[src/rtl/reg_file_sb.sv]
// Two-read/one-write register file with write-to-read bypass and a per-register pending scoreboard.
// Latency: reads and busy flags are combinational (zero cycles); writes and scoreboard updates land on the next clk edge.
// Backpressure: none; every write and issue is accepted in the cycle it is presented.
module reg_file_sb #(
   parameter int XLEN   = 32,
   parameter int NREGS  = 32,
   parameter int BYPASS = 1,
   localparam int AW    = $clog2(NREGS)
) (
   input  logic            clk,
   input  logic            reset,
   input  logic            we,
   input  logic [AW-1:0]   rd,
   input  logic [XLEN-1:0] indata,
   input  logic [AW-1:0]   rs1,
   output logic [XLEN-1:0] rv1,
   input  logic [AW-1:0]   rs2,
   output logic [XLEN-1:0] rv2,
   input  logic            issue_valid,
   input  logic [AW-1:0]   issue_rd,
   output logic            rs1_busy,
   output logic            rs2_busy,
   output logic            any_busy
);

   logic [XLEN-1:0]  regs [NREGS];
   logic [NREGS-1:0] pend;

   logic wr_en;
   logic fwd1;
   logic fwd2;

   // Writes to register 0 are dropped so it always reads as zero.
   assign wr_en = we && (rd != '0);

   // Forwarding is only possible when bypass is enabled and the write targets the read index.
   assign fwd1 = (BYPASS != 0) && we && (rd == rs1);
   assign fwd2 = (BYPASS != 0) && we && (rd == rs2);

   // Data storage: cleared on reset, otherwise take the writeback value.
   always_ff @(posedge clk) begin
      if (reset) begin
         for (int i = 0; i < NREGS; i++) begin
            regs[i] <= '0;
         end
      end else if (wr_en) begin
         regs[rd] <= indata;
      end
   end

   // Scoreboard: a new issue sets pending and outranks a retiring write to the same register.
   always_ff @(posedge clk) begin
      if (reset) begin
         pend <= '0;
      end else begin
         pend[0] <= 1'b0;
         for (int i = 1; i < NREGS; i++) begin
            if (issue_valid && (issue_rd == AW'(i))) begin
               pend[i] <= 1'b1;
            end else if (we && (rd == AW'(i))) begin
               pend[i] <= 1'b0;
            end
         end
      end
   end

   // Read ports: index 0 is zero, otherwise forward the same-cycle write or return stored data.
   always_comb begin
      rv1 = '0;
      rv2 = '0;
      if (rs1 != '0) begin
         rv1 = fwd1 ? indata : regs[rs1];
      end
      if (rs2 != '0) begin
         rv2 = fwd2 ? indata : regs[rs2];
      end
   end

   // Busy flags: a forwarded write satisfies the read this cycle, so it masks the pending bit.
   always_comb begin
      rs1_busy = 1'b0;
      rs2_busy = 1'b0;
      if (rs1 != '0) begin
         rs1_busy = pend[rs1] && !fwd1;
      end
      if (rs2 != '0) begin
         rs2_busy = pend[rs2] && !fwd2;
      end
   end

   // Summary of outstanding producers, from registered state only.
   assign any_busy = |pend[NREGS-1:1];

endmodule

[config.mk]
export PLATFORM = sky130hd
export DESIGN_NAME = reg_file_sb
export DESIGN_NICKNAME = d
export VERILOG_FILES = /design/src/rtl/reg_file_sb.sv
export SDC_FILE = /design/constraint.sdc
export NUM_CORES = 2
export LEC_CHECK = 0
export BUFFER_PORTS_ARGS = -buffer_cell sky130_fd_sc_hd__buf_2
export CAP_MARGIN = 15
export CORE_MARGIN = 2
export CORE_UTILIZATION = 45
export CTS_BUF_LIST = sky130_fd_sc_hd__clkbuf_4 sky130_fd_sc_hd__clkbuf_8 sky130_fd_sc_hd__clkbuf_16
export CTS_CLUSTER_DIAMETER = 120
export DETAILED_ROUTE_END_ITERATION = 7
export HOLD_SLACK_MARGIN = 0.03
export SLEW_MARGIN = 30
export SYNTH_ARGS = -nofsm -noshare
export SYNTH_HDL_FRONTEND = slang
export SYNTH_SLANG_ARGS = --single-unit
[constraint.sdc]
create_clock -name clk -period 6.5 [get_ports clk]
set_input_delay 1.3 -clock clk [delete_from_list [all_inputs] [get_ports clk]]
set_output_delay 1.3 -clock clk [all_outputs]
set_load 0.05 [all_outputs]
Word-level counts from Yosys, hierarchy flattened
Memory sizes are Yosys's and may differ from the RTL's.
Index checks and enable logic that the tools add are counted.
{"block": "word_totals", "memories": 1, "ramBits": 1024, "wordCells": 284, "ff_bits": 32}
{"memory": "regs", "depth": 32, "width": 32, "rd": 2, "rd_clocked_by_memory_dff": 0, "write_ports": 32, "line": "26", "rtl": "logic [XLEN-1:0] regs [NREGS];"}
{"block": "op_classes", "order_cmp": 2, "n_mux": 80, "eq_ne": 64, "n_reduce_logical": 105}
{"op": "$eq 5x5->1 const B", "count": 32}
{"op": "$mux 32", "count": 5}
{"op": "$eq 5x4->1 const B", "count": 16}
{"op": "$mux 1", "count": 72}
{"op": "$logic_and 1x1->1", "count": 67}
{"op": "$reduce_bool 2->1", "count": 31}
{"op": "$eq 5x3->1 const B", "count": 8}
{"op": "$reduce_or 32->1", "count": 1}
{"op": "$reduce_or 31->1", "count": 1}
{"op": "$eq 5x2->1 const B", "count": 4}
{"op": "$reduce_bool 5->1", "count": 3}
{"op": "$lt 5x6->1 const B", "count": 2}
{"op": "$bmux 1 s5", "count": 2}
{"op": "$eq 5x1->1 const B", "count": 2}
{"op": "$eq 5x5->1", "count": 2}
{"op": "$mux 5", "count": 1}
{"op": "$logic_not 1->1", "count": 2}

Longest topological paths before layout
{"block": "depth", "word_depth": 7, "depth_mapped": 10}

Worst setup path before layout
Ideal clock, no wire load.
{"block": "synth_path", "kind": "input -> output", "from": "input port rs1[2]", "to": "output port rv1[0]", "t_required_ps": 5200, "setup_slack_ps": 1490, "cell_stages": 8, "n_path_buf": 4, "t_arrival_ps": 3710, "path_cell_list": "buf_2 > buf_2 > clkbuf_1 > clkbuf_1 > nand3_1 > nand3_1 > a21oi_1 > o21ai_0"}
{"block": "synth_via", "elab_chain_cells": 4, "elab_cells_between_ends": 6, "classes_between": "1 x eq/ne; 2 x mux; 2 x reduce/logical; 1 x memory"}
{"element": "start, declared", "line": "15", "rtl": "input logic [AW-1:0] rs1,"}
{"element": "parallel branches: the longest is 3 deep, another holds $mem_v2 32x32"}
{"element": "$mux 32 *", "line": "71", "rtl": "if (rs1 != '0) begin"}
{"element": "end, declared", "line": "16", "rtl": "output logic [XLEN-1:0] rv1,"}
Every way passes the cells marked *.

Worst setup path in the final report
{"block": "layout_path", "from": "input port rs2[0]", "to": "output port rv2[13]"}
{"block": "layout_via", "elab_chain_cells": 4, "elab_cells_between_ends": 6, "classes_between": "1 x eq/ne; 2 x mux; 2 x reduce/logical; 1 x memory"}
{"element": "start, declared", "line": "17", "rtl": "input logic [AW-1:0] rs2,"}
{"element": "parallel branches: the longest is 3 deep, another holds $mem_v2 32x32"}
{"element": "$mux 32 *", "line": "74", "rtl": "if (rs2 != '0) begin"}
{"element": "end, declared", "line": "18", "rtl": "output logic [XLEN-1:0] rv2,"}
Marked as above.

==> results summary <==
The effective utilization at floorplan is 45.4%. The run finished with clean final reports. The chip height came out at 360 um. Leaving out fill and tap cells, the most frequent cell in the layout is edfxtp_1. The TritonCTS clock tree is done. The number of nets with antenna violations after detailed routing is 0.

The setup TNS after final layout is 0 ns. The I/O pin total came out at about 120. Counting instances, the worst hold path has a depth of 2.

The clock latency of the later-clocked register in the worst-skew pair came out at ~0.74 ns. The number of hold violations in the final report is 0. The wire length of the first global-routing pass is ~280000 um. The post-cts repair resize count came out at 0. For the pin with the worst max-slew slack, the measured transition is 1.12 ns. The number of cells traversed by the worst register-to-register path came out at 2. The largest clock skew in the final design is 0 ns. The worst IR drop on VDD came out at 0.242 mV. The peak fanout along the critical path is 57.

The stage delay of the slowest cell on the critical path came out at roughly 0.8 ns. The root buffer cell chosen for the clock tree is clkbuf_16. The core outline area is between 100000 and 150000 sq um. The post-layout instance count excluding filler cells is 5663. The routed layout has 37400 vias. The average wire per cell in the routed design came out at roughly 36 um. The cell leakage power is 21.9 nW.

The post-synthesis instance area is 57200 sq um. The most frequently used flop master after synthesis is edfxtp_1. The detailed-route wire length came out at between 200000 and 250000 um. The count of placed standard cells including taps is 5440. After synthesis, the netlist uses 59 different library cells. Of all flip-flops after synthesis, the portion carrying an async set or reset was 0%.

The worst path uses between 80 and 90% of the clock period. The slowest stage cell on the critical path is a211oi_1. The path class of the tightest hold or removal check is register to register. Data on the critical path is required at its endpoint by 5.20 ns. The worst-case register-to-register setup slack is 5.74 ns. The maximum number of pins on one net before global-route repair is 71. The initial detailed-routing violation count came out at 5544. The via count of the first global-routing pass is 36900. The element type at the critical path end is an output port. The residual DRC count came out at 0.

Measured against its own limit, the worst slew margin works out to 25.4%. The worst hold path begins at pend[20]. The layout filler cell count is 10500. The maximum number of buffers from clock root to sink is 3. Clock tree synthesis found a total of 1055 sinks. The worst-case hold path end point is pend[20]. The number of pins with negative max-slew slack in the final report came out at 0. The layout cell share with drive strength beyond 1 came out at 27.0%. Setup repair after global routing left no endpoint under its margin. The number of flops mapped to enable cells by yosys came out at 1024. The maximum level of the CTS H-tree is 3.

The ratio of routed vias to standard cells came out at between 6 and 7. The die covers approximately 130000 sq um. The net count of the finished layout is 3964. The initial antenna violation count is 30. Clock-pin slew was measured on the worst setup and hold paths at 0.05 ns. In this run the power density over the cells is 267 nW/um^2. The overall fraction of global-route tracks in use came out at 31.0%. Compared with the post-synthesis result, the final layout area differs by 12.6%. The data arrival time of the critical path is approximately 4.5 ns. The shortest clock period the worst path allows after layout is 5.75 ns. The reported max-cap violation count is 0. The post-DP HPWL came out at 123000 um. The mean instance size in the synthesized netlist is 14.7 sq um.

The worst setup path is launched from a primary input. The end of the worst register-to-register path is pend[1]. The count of buffers added by post-CTS timing repair for setup is 0. The critical path starts at rs2[0]. The worst setup path is of the primary input to output port kind. The x dimension of the die is 360 um. The number of warning messages in the yosys log came out at 0. The startpoint identified for the worst register-to-register timing path is pend[1].

The total design power came out at 0.0172 W. Hold repair after CTS inserted 0 buffers. The setup violation total in the final timing report came out at 0. Buffers placed on the I/O ports in this run total 122. Walking the worst path, the cells encountered are buf_8 -> mux4_2 -> mux2i_1 -> nand2_1 -> a211oi_1 -> nor2_1 -> buf_12. The timing-limited maximum frequency is about 170 MHz. The library cells used most frequently in the layout, excluding fill and tap cells, are 1024 x edfxtp_1, 964 x and2_1, 506 x mux4_2. The post-synthesis sequential element count came out at 1055. The cell count after synthesis is 3896.

The total clock buffers created by CTS came out at 116. The remaining global-route overflow is 0. At the end of routability-driven placement, the weighted congestion stood at 0.902.

Sequential cells were found to cover 54.9% of the synthesized design area. The number of standard-cell rows in the floorplan came out at 130. The number of iterations in the first detailed-routing pass is 6.
[worst max-delay path by stage]
stage          endpoint  slack, ns  cells past startpoint
2_1_floorplan    rv1[0]       1.49                      8
3_3_place_gp    rv2[14]       0.64                      7
3_5_place_dp    rv2[14]       0.70                      7
4_1_cts         rv2[14]       0.69                      7
5_1_grt         rv2[30]       0.78                      8
6_report        rv2[13]       0.75                      7
[critical path: cells and delay by family]
family	cells	cell delay, ns
multiplexers	2	0.97
AND/OR/NAND/NOR	2	0.42
AO/OA/AOI/OAI	1	0.81
buffers and inverters	2	0.78
[layout make-up]
cell class / count / area, sq um / area share [%]
well taps: 1650 / 2060 / 3.21
clock inverters: 79 / 728 / 1.13
inverters: 12 / 45.0 / 0.0700
repair buffers: 283 / 2540 / 3.94
clock buffers: 137 / 3130 / 4.86
multi-input cells: 2440 / 24500 / 38.0
diodes: 7 / 17.5 / 0.0272
flip-flops and latches: 1055 / 31400 / 48.7
[registers in the layout, indices dropped and copies added (netlist names)]
register / flops
pend: 31
regs: 1024
[stage by stage]
step | setup WS (ns) | instance area (sq um) | hold slack, ns | util, %
2_1_floorplan | 1.49 | 57300 | 0.452 | -
3_3_place_gp | 0.639 | 60300 | 0.486 | 47.9
3_5_place_dp | 0.699 | 60500 | 0.485 | 48.1
4_1_cts | 0.692 | 64400 | 0.493 | 51.1
5_1_grt | 0.777 | 64400 | 0.517 | 51.1
6_report | 0.749 | 64400 | 0.504 | 51.1
[cells by family (layout without fill, tap and decap cells)]
kind of cell / after synthesis / after routing / synth area share, %
multiplexers: 650 / 650 / 22.5
XOR/XNOR: 10 / 10 / 0.153
AO/OA/AOI/OAI: 431 / 431 / 5.31
flip-flops: 1055 / 1055 / 54.9
AND/OR/NAND/NOR: 1317 / 1317 / 13.8
other: 1 / 39 / 0.00656
buffers and inverters: 432 / 511 / 3.34
[power by group]
| part | total [W] | internal, W | switching, W | leakage [nW] |
|---|---|---|---|---|
| logic | 0.00240 | 0.000928 | 0.00147 | 9.97 |
| clock network | 0.00675 | 0.00393 | 0.00282 | 1.93 |
| registers | 0.00802 | 0.00783 | 0.000188 | 10.0 |
| total | 0.0172 | 0.0127 | 0.00448 | 21.9 |
[per-layer routing]
layer  global-route usage (%)  part of all wire [%]  vias to the layer above
met5                    0.925                  0.14                        -
met4                     12.5                   4.2                       16
met3                     7.32                    12                      414
met2                     46.5                    45                     2473
met1                     43.6                    39                    19400
li1                         -                     -                    15100
[synthesized netlist by cell type, drive strengths merged (5+ instances only)]
cell | instances | area share (%)
o22ai | 21 | 0.23
nor2 | 66 | 0.44
nor4 | 11 | 0.13
clkbuf | 298 | 2.0
a211oi | 146 | 1.9
a2111oi | 6 | 0.092
or2 | 19 | 0.21
nand2 | 57 | 0.37
nand4 | 5 | 0.055
nor3 | 41 | 0.36
and2 | 965 | 11
nor3b | 5 | 0.066
xnor2 | 10 | 0.15
o21ai | 56 | 0.50
mux4 | 506 | 20
mux2 | 28 | 0.55
inv | 12 | 0.079
o211a | 7 | 0.12
o211ai | 7 | 0.092
a22oi | 13 | 0.17
nand2b | 9 | 0.098
a221o | 45 | 0.79
a21oi | 83 | 0.73
a22o | 5 | 0.077
o21bai | 15 | 0.20
or4 | 9 | 0.12
mux2i | 116 | 2.0
nand3 | 13 | 0.11
o221ai | 6 | 0.092
edfxtp | 1024 | 54
dfxtp | 31 | 1.1
nor2b | 108 | 1.2
buf | 122 | 1.3
(Power assumes the default switching activity.)
